## src/rtl/digital_freq_counter.sv

```systemverilog
`timescale 1ns/1ps
`default_nettype none
// ============================================================================
// Module   : digital_freq_counter
// Purpose  : Gated BCD pulse counter driving a 6-digit multiplexed display.
// Revision : 1.0 - initial release
// ============================================================================
module digital_freq_counter #(
    parameter int GATE_CYCLES    = 50_000_000,
    parameter int REFRESH_CYCLES = 50_000
) (
    input  logic        clk,
    input  logic        rst_n,
    input  logic        freq_in,
    output logic [23:0] hex_display,
    output logic [6:0]  segment_output,
    output logic [5:0]  anode_common,
    output logic [2:0]  led_status
);

    localparam int c_GATE_W = $clog2(GATE_CYCLES);
    localparam int c_REF_W  = (REFRESH_CYCLES > 1) ? $clog2(REFRESH_CYCLES) : 1;
    localparam logic [c_GATE_W-1:0] c_GATE_LAST = c_GATE_W'(GATE_CYCLES - 1);
    localparam logic [c_REF_W-1:0]  c_REF_LAST  = c_REF_W'(REFRESH_CYCLES - 1);

    logic                r_sync1;
    logic                r_sync2;
    logic                r_prev;
    logic                w_edge;

    logic [c_GATE_W-1:0] r_gate_cnt;
    logic                w_gate_end;

    logic [23:0]         r_count;
    logic                r_ovf;
    logic [23:0]         w_count_inc;
    logic [23:0]         w_count_next;
    logic                w_ovf_next;
    logic                w_carry;

    logic [23:0]         r_hex;
    logic [2:0]          r_led;

    logic [c_REF_W-1:0]  r_ref_cnt;
    logic [2:0]          r_digit_idx;
    logic [5:0]          r_anode;
    logic [6:0]          r_seg;
    logic [3:0]          w_nibble;
    logic [6:0]          w_glyph;

    // Two-flop synchronizer plus one history flop for rising-edge detect.
    always_ff @(posedge clk) begin
        if (rst_n) begin
            r_sync1 <= 1'b0;
            r_sync2 <= 1'b0;
            r_prev  <= 1'b0;
        end else begin
            r_sync1 <= freq_in;
            r_sync2 <= r_sync1;
            r_prev  <= r_sync2;
        end
    end

    assign w_edge     = r_sync2 & ~r_prev;
    assign w_gate_end = (r_gate_cnt == c_GATE_LAST);

    // Ripple BCD increment; a carry out of the top digit means 999999 saturates.
    always_comb begin
        w_count_inc = r_count;
        w_carry     = w_edge;
        for (int i = 0; i < 6; i++) begin
            if (w_carry) begin
                if (r_count[4*i +: 4] == 4'd9) begin
                    w_count_inc[4*i +: 4] = 4'd0;
                end else begin
                    w_count_inc[4*i +: 4] = r_count[4*i +: 4] + 4'd1;
                    w_carry               = 1'b0;
                end
            end
        end
        w_count_next = w_carry ? r_count : w_count_inc;
        w_ovf_next   = r_ovf | w_carry;
    end

    // The latch takes the next-count value so an edge in the closing cycle is kept.
    always_ff @(posedge clk) begin
        if (rst_n) begin
            r_gate_cnt <= '0;
            r_count    <= '0;
            r_ovf      <= 1'b0;
            r_hex      <= '0;
            r_led      <= 3'b000;
        end else if (w_gate_end) begin
            r_gate_cnt <= '0;
            r_count    <= '0;
            r_ovf      <= 1'b0;
            r_hex      <= w_count_next;
            r_led[2]   <= w_ovf_next;
            r_led[1]   <= 1'b1;
            r_led[0]   <= ~r_led[0];
        end else begin
            r_gate_cnt <= r_gate_cnt + c_GATE_W'(1);
            r_count    <= w_count_next;
            r_ovf      <= w_ovf_next;
        end
    end

    always_comb begin
        w_nibble = 4'hF;
        case (r_digit_idx)
            3'd0:    w_nibble = r_hex[3:0];
            3'd1:    w_nibble = r_hex[7:4];
            3'd2:    w_nibble = r_hex[11:8];
            3'd3:    w_nibble = r_hex[15:12];
            3'd4:    w_nibble = r_hex[19:16];
            3'd5:    w_nibble = r_hex[23:20];
            default: w_nibble = 4'hF;
        endcase
    end

    always_comb begin
        w_glyph = 7'b1111111;
        case (w_nibble)
            4'd0:    w_glyph = 7'b1000000;
            4'd1:    w_glyph = 7'b1111001;
            4'd2:    w_glyph = 7'b0100100;
            4'd3:    w_glyph = 7'b0110000;
            4'd4:    w_glyph = 7'b0011001;
            4'd5:    w_glyph = 7'b0010010;
            4'd6:    w_glyph = 7'b0000010;
            4'd7:    w_glyph = 7'b1111000;
            4'd8:    w_glyph = 7'b0000000;
            4'd9:    w_glyph = 7'b0010000;
            default: w_glyph = 7'b1111111;
        endcase
    end

    // Anode and segments are registered together from the same index.
    always_ff @(posedge clk) begin
        if (rst_n) begin
            r_ref_cnt   <= '0;
            r_digit_idx <= 3'd0;
            r_anode     <= 6'b111110;
            r_seg       <= 7'b1000000;
        end else begin
            if (r_ref_cnt == c_REF_LAST) begin
                r_ref_cnt   <= '0;
                r_digit_idx <= (r_digit_idx == 3'd5) ? 3'd0 : r_digit_idx + 3'd1;
            end else begin
                r_ref_cnt   <= r_ref_cnt + c_REF_W'(1);
            end
            r_anode <= ~(6'b000001 << r_digit_idx);
            r_seg   <= w_glyph;
        end
    end

    assign hex_display    = r_hex;
    assign led_status     = r_led;
    assign anode_common   = r_anode;
    assign segment_output = r_seg;

endmodule
`default_nettype wire

```

## config.mk

```make
export PLATFORM = sky130hd
export DESIGN_NAME = digital_freq_counter
export DESIGN_NICKNAME = d
export VERILOG_FILES = /design/src/rtl/digital_freq_counter.sv
export SDC_FILE = /design/constraint.sdc
export NUM_CORES = 1
export LEC_CHECK = 0
export BUFFER_PORTS_ARGS = -buffer_cell sky130_fd_sc_hd__buf_2
export CAP_MARGIN = 30
export CORE_UTILIZATION = 53
export CTS_CLUSTER_SIZE = 30
export DETAILED_ROUTE_END_ITERATION = 16
export PLACE_DENSITY = 0.75
export SYNTH_ARGS = -nofsm -noshare
export SYNTH_HDL_FRONTEND = slang
export SYNTH_SLANG_ARGS = --single-unit
export TNS_END_PERCENT = 20
```

## constraint.sdc

```tcl
create_clock -name clk -period 2.7 [get_ports clk]
set_input_delay 0.27 -clock clk [delete_from_list [all_inputs] [get_ports clk]]
set_output_delay 0.27 -clock clk [all_outputs]
set_load 0.005 [all_outputs]
```

==> qor.yml <==
synth.net_count: 590
drc: 0
drt_pre_antenna_iters: 5
layout.nets: 637
ys.flop_type: "dfxtp_1"
syn-cell-area_mm2: 0.00504
final_area_mm2: 0.00593
crit_type: "flip-flop to flip-flop"
ant_nets: 0
setup_viol: 0
grt_usage_pct: 24.5
synth_common_cells: "dfxtp_1, nor2_1, nand2_1"
period_minus_slack_ns: 2.48
seq_area_frac_synth_pct: 44.9
leakage_nw: 2.20
timing.slew.headroom_pct: 42.4
hold_viol: 0
htree_levels: 4
syn_to_final_growth_pct: 17.6
diodes: 0
fmax_mhz: 404
seq_area_mm2: 0.00226
yosys.area.top_type_share_pct: 44.9
wire_per_inst_um: 14.9
cap_violations: 0
path_cells: "inv_1 -> ha_1 -> nor2b_1 -> a211o_1 -> a221o_1 -> or4b_1 -> nand3_1"
cts_buffers: 17
synth_top_cell_by_area: "dfxtp_1"
fp.dieH_um: 99.5
worst-path-buf-inv: 1
min_period_over_period_pct: 91.7
synth-edff-count: 0
yosysMostFrequentCell: "dfxtp_1"
clkSlewWorstSetupHoldPaths_ns: 0.06
drv_slew: 0
post-cts-setup-buffer-count: 0
path_max_fanout: 12
root_buffer: "clkbuf_8"
grt_start_max_net_pins: 35
cts_sinks: 113
grt_overflow: 0
place_congestion: 0.879
ys_ff_latch: 113
yosys-top-cells-area: "dfxtp_1, nor2_1, xnor2_1"
fp.dieArea_mm2: 0.00991
async_flop_share_pct: 0
numPortBuffers: 42
wirelength_um: 11500
peakVddDrop_v: 0.000440
synth_warnings: 0
setup-tns-final_ns: 0
drive_gt1_share_pct: 14.2
arrival_ns: 2.94
via_per_inst: 5.56
clock_latency_ns: 0.52
slowest_stage: "or4b_1"
grt_pass1_vias: 4022
worst_pin_slew_ns: 0.858
synth_cells: 581
vias: 4277
hpwl_um: 8000
antenna_found_initial: 0
rows: 35
drt_first_iter_violations: 201
worstSetupStartpointType: "flip-flop"
pwr_density_cell_mw_per_mm2: 636
post_dp_cell_area_mm2: 0.00538
rsz0062_at_grt: "false"
endpoint_kind: "flip-flop"
ys_types: 59
coreArea_mm2: 0.00924
required_ns: 3.16
ios: 43
hold_path_class: "input port to flip-flop"
multiInputGateArea_mm2: 0.00257
start_util_pct: 54.6
clock_path_buffers: 2
status: "finished clean"
grt_pass1_wl_um: 19100
critPathMaxStageDelay_ns: 0.55
synth.avg_cell_area_um2: 8.68
finClkSkew_ns: 0.00919
dieWidth_um: 99.5
crit_family: "simple AND/OR/NAND/NOR gates"
cts_tree: "built"
n_fill_cell: 766
power by group:
part	total, W	switching (W)	internal (W)
Clock	0.00203	0.000721	0.00131
Sequential	0.00169	0.00000999	0.00168
Combinational	0.0000561	0.0000386	0.0000175
cells in the final DEF, fill, tap and decap left out, types with 6 or more instances in the layout:
cell and instances:
o21ai_0 13, a211oi_1 22, dfxtp_1 113, ha_1 6, nor3_1 12, a21oi_1 19
xor2_1 23, nand3_1 26, nor3b_1 7, or3_1 6, nand2_1 29, buf_4 13
mux2i_1 10, and3_1 13, nor2b_1 11, inv_1 19, buf_2 42, nor2_1 111
nand4_1 20, xnor2_1 23, clkbuf_16 16
sequential cells by signal, summed over array words and instances (netlist names):
name / cells
r_gate_cnt: 26
hex_display: 24
r_count: 24
r_ref_cnt: 16
segment_output: 7
anode_common: 6
led_status: 3
r_digit_idx: 3
r_ovf: 1
r_prev: 1
r_sync1: 1
r_sync2: 1
routing by layer:
| metal | part of all wire, % | track usage, % | vias to the layer above |
|---|---|---|---|
| li1 | - | - | 2143 |
| met1 | 45 | 30.2 | 1985 |
| met2 | 48 | 40.7 | 127 |
| met3 | 5.3 | 6.82 | 22 |
| met4 | 1.8 | 9.73 | 0 |
| met5 | 0 | 0 | - |
logic make-up (layout without fill, tap and decap cells):
kind of cell             Yosys count  in the layout  synth area share (%)
AO/OA/AOI/OAI                     83             83                  11.0
XOR/XNOR                          46             46                  7.99
adder cells (fa/ha/maj)            6              6                  1.49
buffers and inverters             48            107                  4.14
flip-flops                       113            113                  44.9
multiplexers                      13             13                  2.73
AND/OR/NAND/NOR                  272            272                  27.7
timing repair:
item	4_1_cts	5_1_grt
hold buffers	1	0
setup endpoints to repair	0	3
resized for setup	0	1
endpoints found under the hold margin	1	0
per-stage QoR:
step | hold slack (ns) | power [W] | util, % | std cells | setup WS, ns
after global placement | 0.424 | 0.00178 | 58.2 | 737 | 0.344
final | 0.219 | 0.00377 | 64.2 | 769 | 0.224
after global routing | 0.242 | 0.00389 | 64.2 | 769 | 0.0187
after floorplan | 0.398 | 0.00176 | - | 581 | 0.194
after detailed placement | 0.430 | 0.00178 | 58.2 | 737 | 0.156
after CTS | 0.199 | 0.00380 | 64.2 | 769 | 0.132
final cells by class:
class / instances / share of cell area [%]
Inverter: 20 / 1.27
Clock buffer: 26 / 8.23
Sequential cell: 113 / 38.1
Multi-Input combinational cell: 420 / 43.4
Clock inverter: 5 / 0.886
Timing Repair Buffer: 56 / 5.36
Tap cell: 129 / 2.72
path summary, 6_finish.rpt:
| check | from | slack, ns | cells past startpoint | to |
|---|---|---|---|---|
| worst min-delay path | rst_n | 0.22 | 2 | r_sync2 |
| worst max register to register | r_digit_idx[2] | 0.22 | 7 | segment_output[3] |
| worst min register to register | r_sync1 | 0.44 | 1 | r_sync2 |
| worst max-delay path | r_digit_idx[2] | 0.22 | 7 | segment_output[3] |
No activity file was read; power rests on OpenSTA's default activity.
